$ cat config.mk
export PLATFORM = sky130hd
export DESIGN_NAME = uart_rx_frame
export DESIGN_NICKNAME = d
export VERILOG_FILES = /design/src/rtl/uart_rx_frame.sv
export SDC_FILE = /design/constraint.sdc
export NUM_CORES = 1
export LEC_CHECK = 0
export CAP_MARGIN = 20
export CORE_ASPECT_RATIO = 0.5
export CORE_UTILIZATION = 41
export DETAILED_ROUTE_END_ITERATION = 10
export GPL_TIMING_DRIVEN = 1
export SLEW_MARGIN = 20
export SYNTH_ARGS = -nofsm -noshare
export SYNTH_HDL_FRONTEND = slang
export SYNTH_SLANG_ARGS = --single-unit
$ cat constraint.sdc
create_clock -name clk -period 3.4 [get_ports clk]
set_clock_uncertainty 0.15 [all_clocks]
set_input_delay 0.68 -clock clk [delete_from_list [all_inputs] [get_ports clk]]
set_output_delay 0.68 -clock clk [all_outputs]
set_load 0.05 [all_outputs]
$ cat src/rtl/uart_rx_frame.sv
// UART frame receiver: start, 8 data bits LSB first, odd parity, stop.
// Single sample per bit, taken mid-bit relative to the detected start edge.
module uart_rx_frame #(
  parameter int unsigned CLKS_PER_BIT = 16,
  parameter int unsigned SYNC_STAGES  = 2
) (
  input  logic       clk,
  input  logic       rst,
  input  logic       sin,
  output logic [7:0] data_out,
  output logic       data_valid,
  output logic       parity_err,
  output logic       frame_err,
  output logic       busy
);

  localparam int unsigned CNT_W = $clog2(CLKS_PER_BIT);
  localparam logic [CNT_W-1:0] HALF_LAST = CNT_W'(CLKS_PER_BIT / 2 - 1);
  localparam logic [CNT_W-1:0] BIT_LAST  = CNT_W'(CLKS_PER_BIT - 1);

  typedef enum logic [2:0] {
    IDLE,
    START,
    DATA,
    PARITY,
    STOP,
    WAIT_HIGH
  } state_t;

  logic [SYNC_STAGES-1:0] sync_q;
  logic [SYNC_STAGES-1:0] svld_q;
  logic                   s;

  state_t     state_q, state_d;
  logic [CNT_W-1:0] cnt_q, cnt_d;
  logic [2:0] bitn_q, bitn_d;
  logic [7:0] shift_q, shift_d;
  logic       par_q, par_d;
  logic       armed_q, armed_d;
  logic [7:0] dout_q, dout_d;
  logic       dv_q, dv_d;
  logic       perr_q, perr_d;
  logic       ferr_q, ferr_d;

  assign s = sync_q[SYNC_STAGES-1];

  // Input synchronizer; svld_q marks when s reflects the real line rather than
  // the reset preset, so the preset ones cannot arm the receiver.
  always_ff @(posedge clk or posedge rst) begin
    if (rst) begin
      sync_q <= '1;
      svld_q <= '0;
    end else begin
      sync_q <= {sync_q[SYNC_STAGES-2:0], sin};
      svld_q <= {svld_q[SYNC_STAGES-2:0], 1'b1};
    end
  end

  // State and datapath registers.
  always_ff @(posedge clk or posedge rst) begin
    if (rst) begin
      state_q <= IDLE;
      cnt_q   <= '0;
      bitn_q  <= '0;
      shift_q <= '0;
      par_q   <= 1'b0;
      armed_q <= 1'b0;
      dout_q  <= '0;
      dv_q    <= 1'b0;
      perr_q  <= 1'b0;
      ferr_q  <= 1'b0;
    end else begin
      state_q <= state_d;
      cnt_q   <= cnt_d;
      bitn_q  <= bitn_d;
      shift_q <= shift_d;
      par_q   <= par_d;
      armed_q <= armed_d;
      dout_q  <= dout_d;
      dv_q    <= dv_d;
      perr_q  <= perr_d;
      ferr_q  <= ferr_d;
    end
  end

  // Next-state logic: bit timing, sampling and frame result.
  always_comb begin
    state_d = state_q;
    cnt_d   = cnt_q + 1'b1;
    bitn_d  = bitn_q;
    shift_d = shift_q;
    par_d   = par_q;
    armed_d = armed_q | (svld_q[SYNC_STAGES-1] & s);
    dout_d  = dout_q;
    dv_d    = 1'b0;
    perr_d  = 1'b0;
    ferr_d  = 1'b0;
    case (state_q)
      IDLE: begin
        cnt_d = '0;
        if (armed_q && !s) state_d = START;
      end
      START: begin
        if (cnt_q == HALF_LAST) begin
          cnt_d  = '0;
          bitn_d = '0;
          state_d = s ? IDLE : DATA;
        end
      end
      DATA: begin
        if (cnt_q == BIT_LAST) begin
          cnt_d   = '0;
          shift_d = {s, shift_q[7:1]};
          bitn_d  = bitn_q + 3'd1;
          if (bitn_q == 3'd7) state_d = PARITY;
        end
      end
      PARITY: begin
        if (cnt_q == BIT_LAST) begin
          cnt_d   = '0;
          par_d   = s;
          state_d = STOP;
        end
      end
      STOP: begin
        if (cnt_q == BIT_LAST) begin
          cnt_d = '0;
          if (s) begin
            dout_d  = shift_q;
            dv_d    = 1'b1;
            perr_d  = ~(^shift_q ^ par_q);
            state_d = IDLE;
          end else begin
            ferr_d  = 1'b1;
            state_d = WAIT_HIGH;
          end
        end
      end
      WAIT_HIGH: begin
        cnt_d = '0;
        if (s) state_d = IDLE;
      end
      default: begin
        cnt_d   = '0;
        state_d = IDLE;
      end
    endcase
  end

  // Busy covers the detect cycle in IDLE through the stop sample.
  always_comb begin
    busy = (state_q == START) || (state_q == DATA) || (state_q == PARITY) ||
           (state_q == STOP) || ((state_q == IDLE) && armed_q && !s);
  end

  assign data_out   = dout_q;
  assign data_valid = dv_q;
  assign parity_err = perr_q;
  assign frame_err  = ferr_q;

endmodule

==> reports/metrics.yaml <==
sta:
  fin_setup_tns_ns: 0
  max_freq_mhz: 345
  rsz0062_at_grt: "false"
  min_period_ns: 2.90
  period_share_pct: 85.2
  hold_viol: 0
  tightest_slew_ns: 0.500
  setup_viol: 0
  fin_ws_ns: 0.502
  drv_slew: 0
  relSlewSlack_pct: 66.6
synth:
  yosys_warnings: 0
  synth_area_um2: 1590
  yosysSeqAreaShare_pct: 55.3
  yosys_register_bits: 35
  synthFlopType: "dfrtp_1"
  synth_fp_nets: 128
  synth_cell_types: 35
  synth_edf_count: 0
  syn_area_per_cell_um2: 13.0
  synthArstFlopShare_pct: 100
  postSynthCellCount: 122
placement:
  dp_cells: 184
  dp_hpwl_um: 1710
  portBuffers: 14
  place.gp.congestion: 0.798
  pre_cts_slack_ns: 0.811
  place_area_um2: 1760
finish:
  area_delta_synth_final_pct: 17.2
  layout-drive-gt1-share_pct: 26.2
  final_cell_area_um2: 1860
  utilization_pct: 52.2
  fillers: 330
  multiInputGateArea_um2: 651
  fin_cells: 192
  fin_nets: 146
  n_antenna_cell: 0
  regArea_um2: 878
pwr:
  ir_worst_vdd_mv: 0.326
  seq_power_share_pct: 44.4
  p_clk_share_pct: 25.1
  power_frac_comb_pct: 30.5
  p_leak_nw: 0.879
  p_int_mw: 0.892
  switching_share_pct: 32.3
  p_switching_mw: 0.426
  cellPowerDensity_nw_per_um2: 708
clock_network:
  cts_buffers: 5
  ctsRootBufferMaster: "clkbuf_8"
  clockBufferDepth: 2
  cts_tree: "built"
  cts_sinks: 35
  holdBufCountCts: 0
  clk_pin_slew_worst_paths_ns: 0.07
  cts-resized-gates: 0
  post_cts_buffers: 0
  h-tree-depth: 2
  clk_latency_ns: 0.29
global_routing:
  grt_pass1_vias: 898
  grt_max_degree: 36
  grt_pass1_wl_um: 4200
  grt_usage_pct: 14.4
  grt_overflow_total: 0
  antenna_found_initial: 0
setup_path:
  slowest_delay_ns: 0.69
  required_ns: 2.57
  cp.arrival_ns: 2.07
  end_kind: "primary output"
  worst-path-buf-inv: 1
  cp_slowest_cell: "clkdlybuf4s50_1"
  path_cells: "nor2_2, o21ai_0, o21a_1, clkdlybuf4s50_1"
  critPathLaunchType: "flop"
  crit_family: "buffers and inverters"
  r2r_cells: 5
  crit_path_max_fanout: 11
  crit_cells: 4
  worstSetupPathType: "flop to primary output"
route:
  drc: 0
  drt-total-wl_um: 2520
  drtPass1Iterations: 4
  route.detailed.wl_per_inst_um: 13.1
  drt_first_iter_violations: 32
  vias_per_cell: 4.75
  ant_nets: 0
  num_vias: 912
min_path:
  min_path_type: "flop to flop"
  min_path_cells: 0
floorplan:
  die_w_um: 90.0
  core-area_um2: 3570
  die_y_um: 46.0
  initial_core_util_pct: 44.6
  row_count: 15
  die_area_um2: 4140
  boundaryPins: 15
job:
  cap_violations: 0
outcome:
  outcome: "finished clean"
==> stage by stage <==
step	power (mW)	hold WS [ns]
6_report	1.32	0.205
5_1_grt	1.40	0.209
4_1_cts	1.34	0.207
3_5_place_dp	1.00	0.191
3_3_place_gp	0.990	0.187
2_1_floorplan	0.937	0.181
==> per-layer routing <==
layer / up-vias / wire length, µm / part of all wire [%] / GRT usage, %
li1: 449 / - / - / -
met1: 447 / 1240 / 49 / 17.2
met2: 11 / 1130 / 45 / 22.3
met3: 5 / 97 / 3.9 / 5.17
met4: 0 / 45 / 1.8 / 10.6
met5: - / 0 / 0 / 0
==> placed cells by master, fill, tap and decap left out, drive strengths merged, types with 2 or more instances in the layout <==
master and instances:
mux2 19, o21ai 4, dfstp 2, dfrtp 33
inv 6, ha 3, clkdlybuf4s50 14, xnor2 6
and2 2, nand3 3, xor2 3, o21a 2
clkbuf 8, nor2 13, nand2 7, mux2i 2
==> path summary, 6_finish.rpt <==
path	slack, ns	start	end
max	0.50	state_q[1]$_DFFE_PP0P_	busy
min in group asynchronous	0.64	rst	frame_err$_DFF_PP0_
max in group asynchronous	2.12	rst	sync_q[1]$_DFF_PP1_
min	0.21	sync_q[0]$_DFF_PP1_	sync_q[1]$_DFF_PP1_
max reg2reg	1.58	cnt_q[0]$_DFF_PP0_	state_q[0]$_DFFE_PP0P_
min reg2reg	0.21	sync_q[0]$_DFF_PP1_	sync_q[1]$_DFF_PP1_
==> worst reg2reg max path, cell delays in order, from the launching register on <==
cell,delay (ns)
dfrtp_1,0.38
ha_1,0.23
nand3_1,0.17
o21a_1,0.24
a21bo_2,0.25
mux2_4,0.30
==> Yosys cell counts (all sizes together), types with 2 or more instances <==
library cell | number | area [µm²]
xnor2 | 6 | 52.6
dfstp | 2 | 52.6
dfrtp | 33 | 826
inv | 6 | 22.5
ha | 3 | 37.5
xor2 | 3 | 26.3
nor2 | 13 | 61.3
buf | 3 | 33.8
nand2 | 7 | 26.3
o21ai | 4 | 23.8
mux2 | 19 | 218
and2 | 2 | 15.0
nand3 | 3 | 15.0
o21a | 2 | 15.0
mux2i | 2 | 20.0
==> power by group through the flow <==
| stage | sequential [mW] | clock (mW) | combinational (mW) |
|---|---|---|---|
| global route | 0.599 | 0.360 | 0.440 |
| global placement | 0.590 | 0 | 0.400 |
| detailed placement | 0.593 | 0 | 0.408 |
| CTS | 0.586 | 0.344 | 0.411 |
| floorplan | 0.551 | 0 | 0.385 |
| finish | 0.586 | 0.331 | 0.402 |
==> layout make-up <==
class	instances	area share, %
sequential	35	47.1
multi-input combinational	77	34.9
timing repair buffer	15	7.92
clock buffer	8	5.37
tap	51	3.43
inverter	6	1.21
==> state kept, by name, indices dropped and copies added, names as in the netlist <==
name        cells
parity_err      1
par_q           1
cnt_q           4
svld_q          2
shift_q         8
state_q         3
data_valid      1
frame_err       1
data_out        8
bitn_q          3
sync_q          2
armed_q         1
==> logic make-up after synthesis <==
| logic type | share of synthesized area [%] |
|---|---|
| compound gates | 5.20 |
| xor+xnor | 6.38 |
| fa+ha+maj | 2.36 |
| buf+inv | 3.78 |
| flops | 55.3 |
| mux | 15.0 |
| other cells | 0.236 |
| simple gates | 11.8 |
(Power assumes the default switching activity.)
==> RTL edit: new RTL, same settings <==
The parameter `SYNC_STAGES` goes from 2 to 4.
--- a/src/rtl/uart_rx_frame.sv
+++ b/src/rtl/uart_rx_frame.sv
@@ -2,7 +2,7 @@
 // Single sample per bit, taken mid-bit relative to the detected start edge.
 module uart_rx_frame #(
   parameter int unsigned CLKS_PER_BIT = 16,
-  parameter int unsigned SYNC_STAGES  = 2
+  parameter int unsigned SYNC_STAGES  = 4
 ) (
   input  logic       clk,
   input  logic       rst,
Function: changed (Yosys sat finds a counterexample within 4 cycles, from zero or initial values and one cycle with rst high).
==> RTL edit against the unedited design <==
- largest cell class unchanged
- total power down 5.5%
- highest routed layer unchanged
- final area rose by 3.8%
- sequential cell count rose by 4
- area after synthesis increased by 3.2%
- setup slack worse by 120 ps
- wire length down 1.9%
==> RTL edit: results (changes against the unedited design) <==
| Metric | Value |
|---|---|
| Status | `finished clean` |
| Lkg Pwr | `0.897 nW (+2.0%)` |
| Complex-gate fraction of the synthesized area | `5.64% (+0.45 points)` |
| Largest net degree at the start of global routing | `28 (-22%)` |
| Vias in the first global route | `962 (+7.1%)` |
| Multiplexer share of the synthesized area | `13.0% (-1.9 points)` |
| Vias per cell | `4.78 (+0.55%)` |
| Slew @ Worst Pin | `497 ps (-2.53 ps)` |
| DRT Wirelength | `2470 um (-1.9%)` |
| GRT Total Usage | `14.5% (+0.18 points)` |
| RD Place Congestion | `0.791 (-0.89%)` |
| Synthesized net count | `127 (-0.78%)` |
| 1st-iter DRT viols | `11 (-66%)` |
| Commonest cells in the netlist | `dfrtp_1, mux2_2, inv_1` |
| Synth Area in XOR/XNOR | `6.71% (+0.33 points)` |
| Synth cell types | `32 (-8.6%)` |
| VDD IR-drop max | `0.294 mV (-9.8%)` |
| Seq/Total Area, Yosys | `59.8% (+4.5 points)` |
| Layout cells sized above 1 | `27.7% (+1.4 points)` |
| Maximum fanout along the worst path | `8 (-3)` |
| Post-Synth Adder-Cell Area | `2.29% (-0.074 points)` |
| First-pass GRT wire length | `4450 um (+5.9%)` |
| Clock Latency Late Sink | `290 ps (about the same)` |
| Dpl hpwl | `1640 um (-4.4%)` |
| Largest cells by area after synthesis | `dfrtp_1, mux2_2, dfstp_2` |
| Routed length per instance | `12.8 um (-1.9%)` |
RTL edit: critical path, cell delays in order (launching register included):
cell	delay, ps
dfrtp_1	470
nor2_1	320
o21ai_0	140
mux2_2	270
clkdlybuf4s50_1	700
RTL edit: logic make-up (layout without fill, tap and decap cells):
logic type	after synthesis	count (layout)
flip-flops	39	39
multiplexers	19	19
AO/OA/AOI/OAI	12	12
adder cells (fa/ha/maj)	3	3
AND/OR/NAND/NOR	25	25
XOR/XNOR	11	11
buffers and inverters	11	31
other	1	1
RTL edit: worst paths after layout:
check                                       start  slack (ps)                     end  cells past startpoint
min reg2reg                   svld_q[1]$_DFF_PP0_         200     svld_q[2]$_DFF_PP0_                      0
max in group asynchronous                     rst        1810     sync_q[0]$_DFF_PP1_                      3
max reg2reg                state_q[2]$_DFFE_PP0P_        1410  shift_q[3]$_DFFE_PP0P_                      3
max                        state_q[0]$_DFFE_PP0P_         390                    busy                      4
min in group asynchronous                     rst         550  state_q[1]$_DFFE_PP0P_                      2
min                           svld_q[1]$_DFF_PP0_         200     svld_q[2]$_DFF_PP0_                      0
RTL edit: metal layers:
layer,vias up,global-route usage (%),wire length [um],part of all wire (%)
li1,445,-,-,-
met2,11,23.0,1120,45
met3,4,6.93,73,3.0
met4,0,6.67,30,1.2
met1,457,17.5,1240,50
met5,-,0,0,0
RTL edit: layout make-up:
class                           instances  area [um2]
Clock buffer                            6        82.6
Clock inverter                          2        16.3
Fill cell                             316        1690
Inverter                                8        30.0
Multi-Input combinational cell         71         613
Sequential cell                        39         981
Tap cell                               51        63.8
Timing Repair Buffer                   15         148
RTL edit: power by group:
group | internal (mW) | switching, mW
logic | 0.174 | 0.125
clock network | 0.165 | 0.165
registers | 0.541 | 0.0760
RTL edit: metrics by stage:
step | hold WS [ps] | total power, mW | worst slack [ps] | instance area [um2] | util, %
after CTS | 204 | 1.27 | 351 | 1930 | 53.4
after global routing | 205 | 1.33 | 247 | 1930 | 53.4
after detailed placement | 186 | 0.927 | 692 | 1840 | 50.7
final | 202 | 1.25 | 387 | 1930 | 53.4
after global placement | 181 | 0.921 | 740 | 1840 | 50.7
after floorplan | 181 | 0.873 | 1340 | 1640 | -
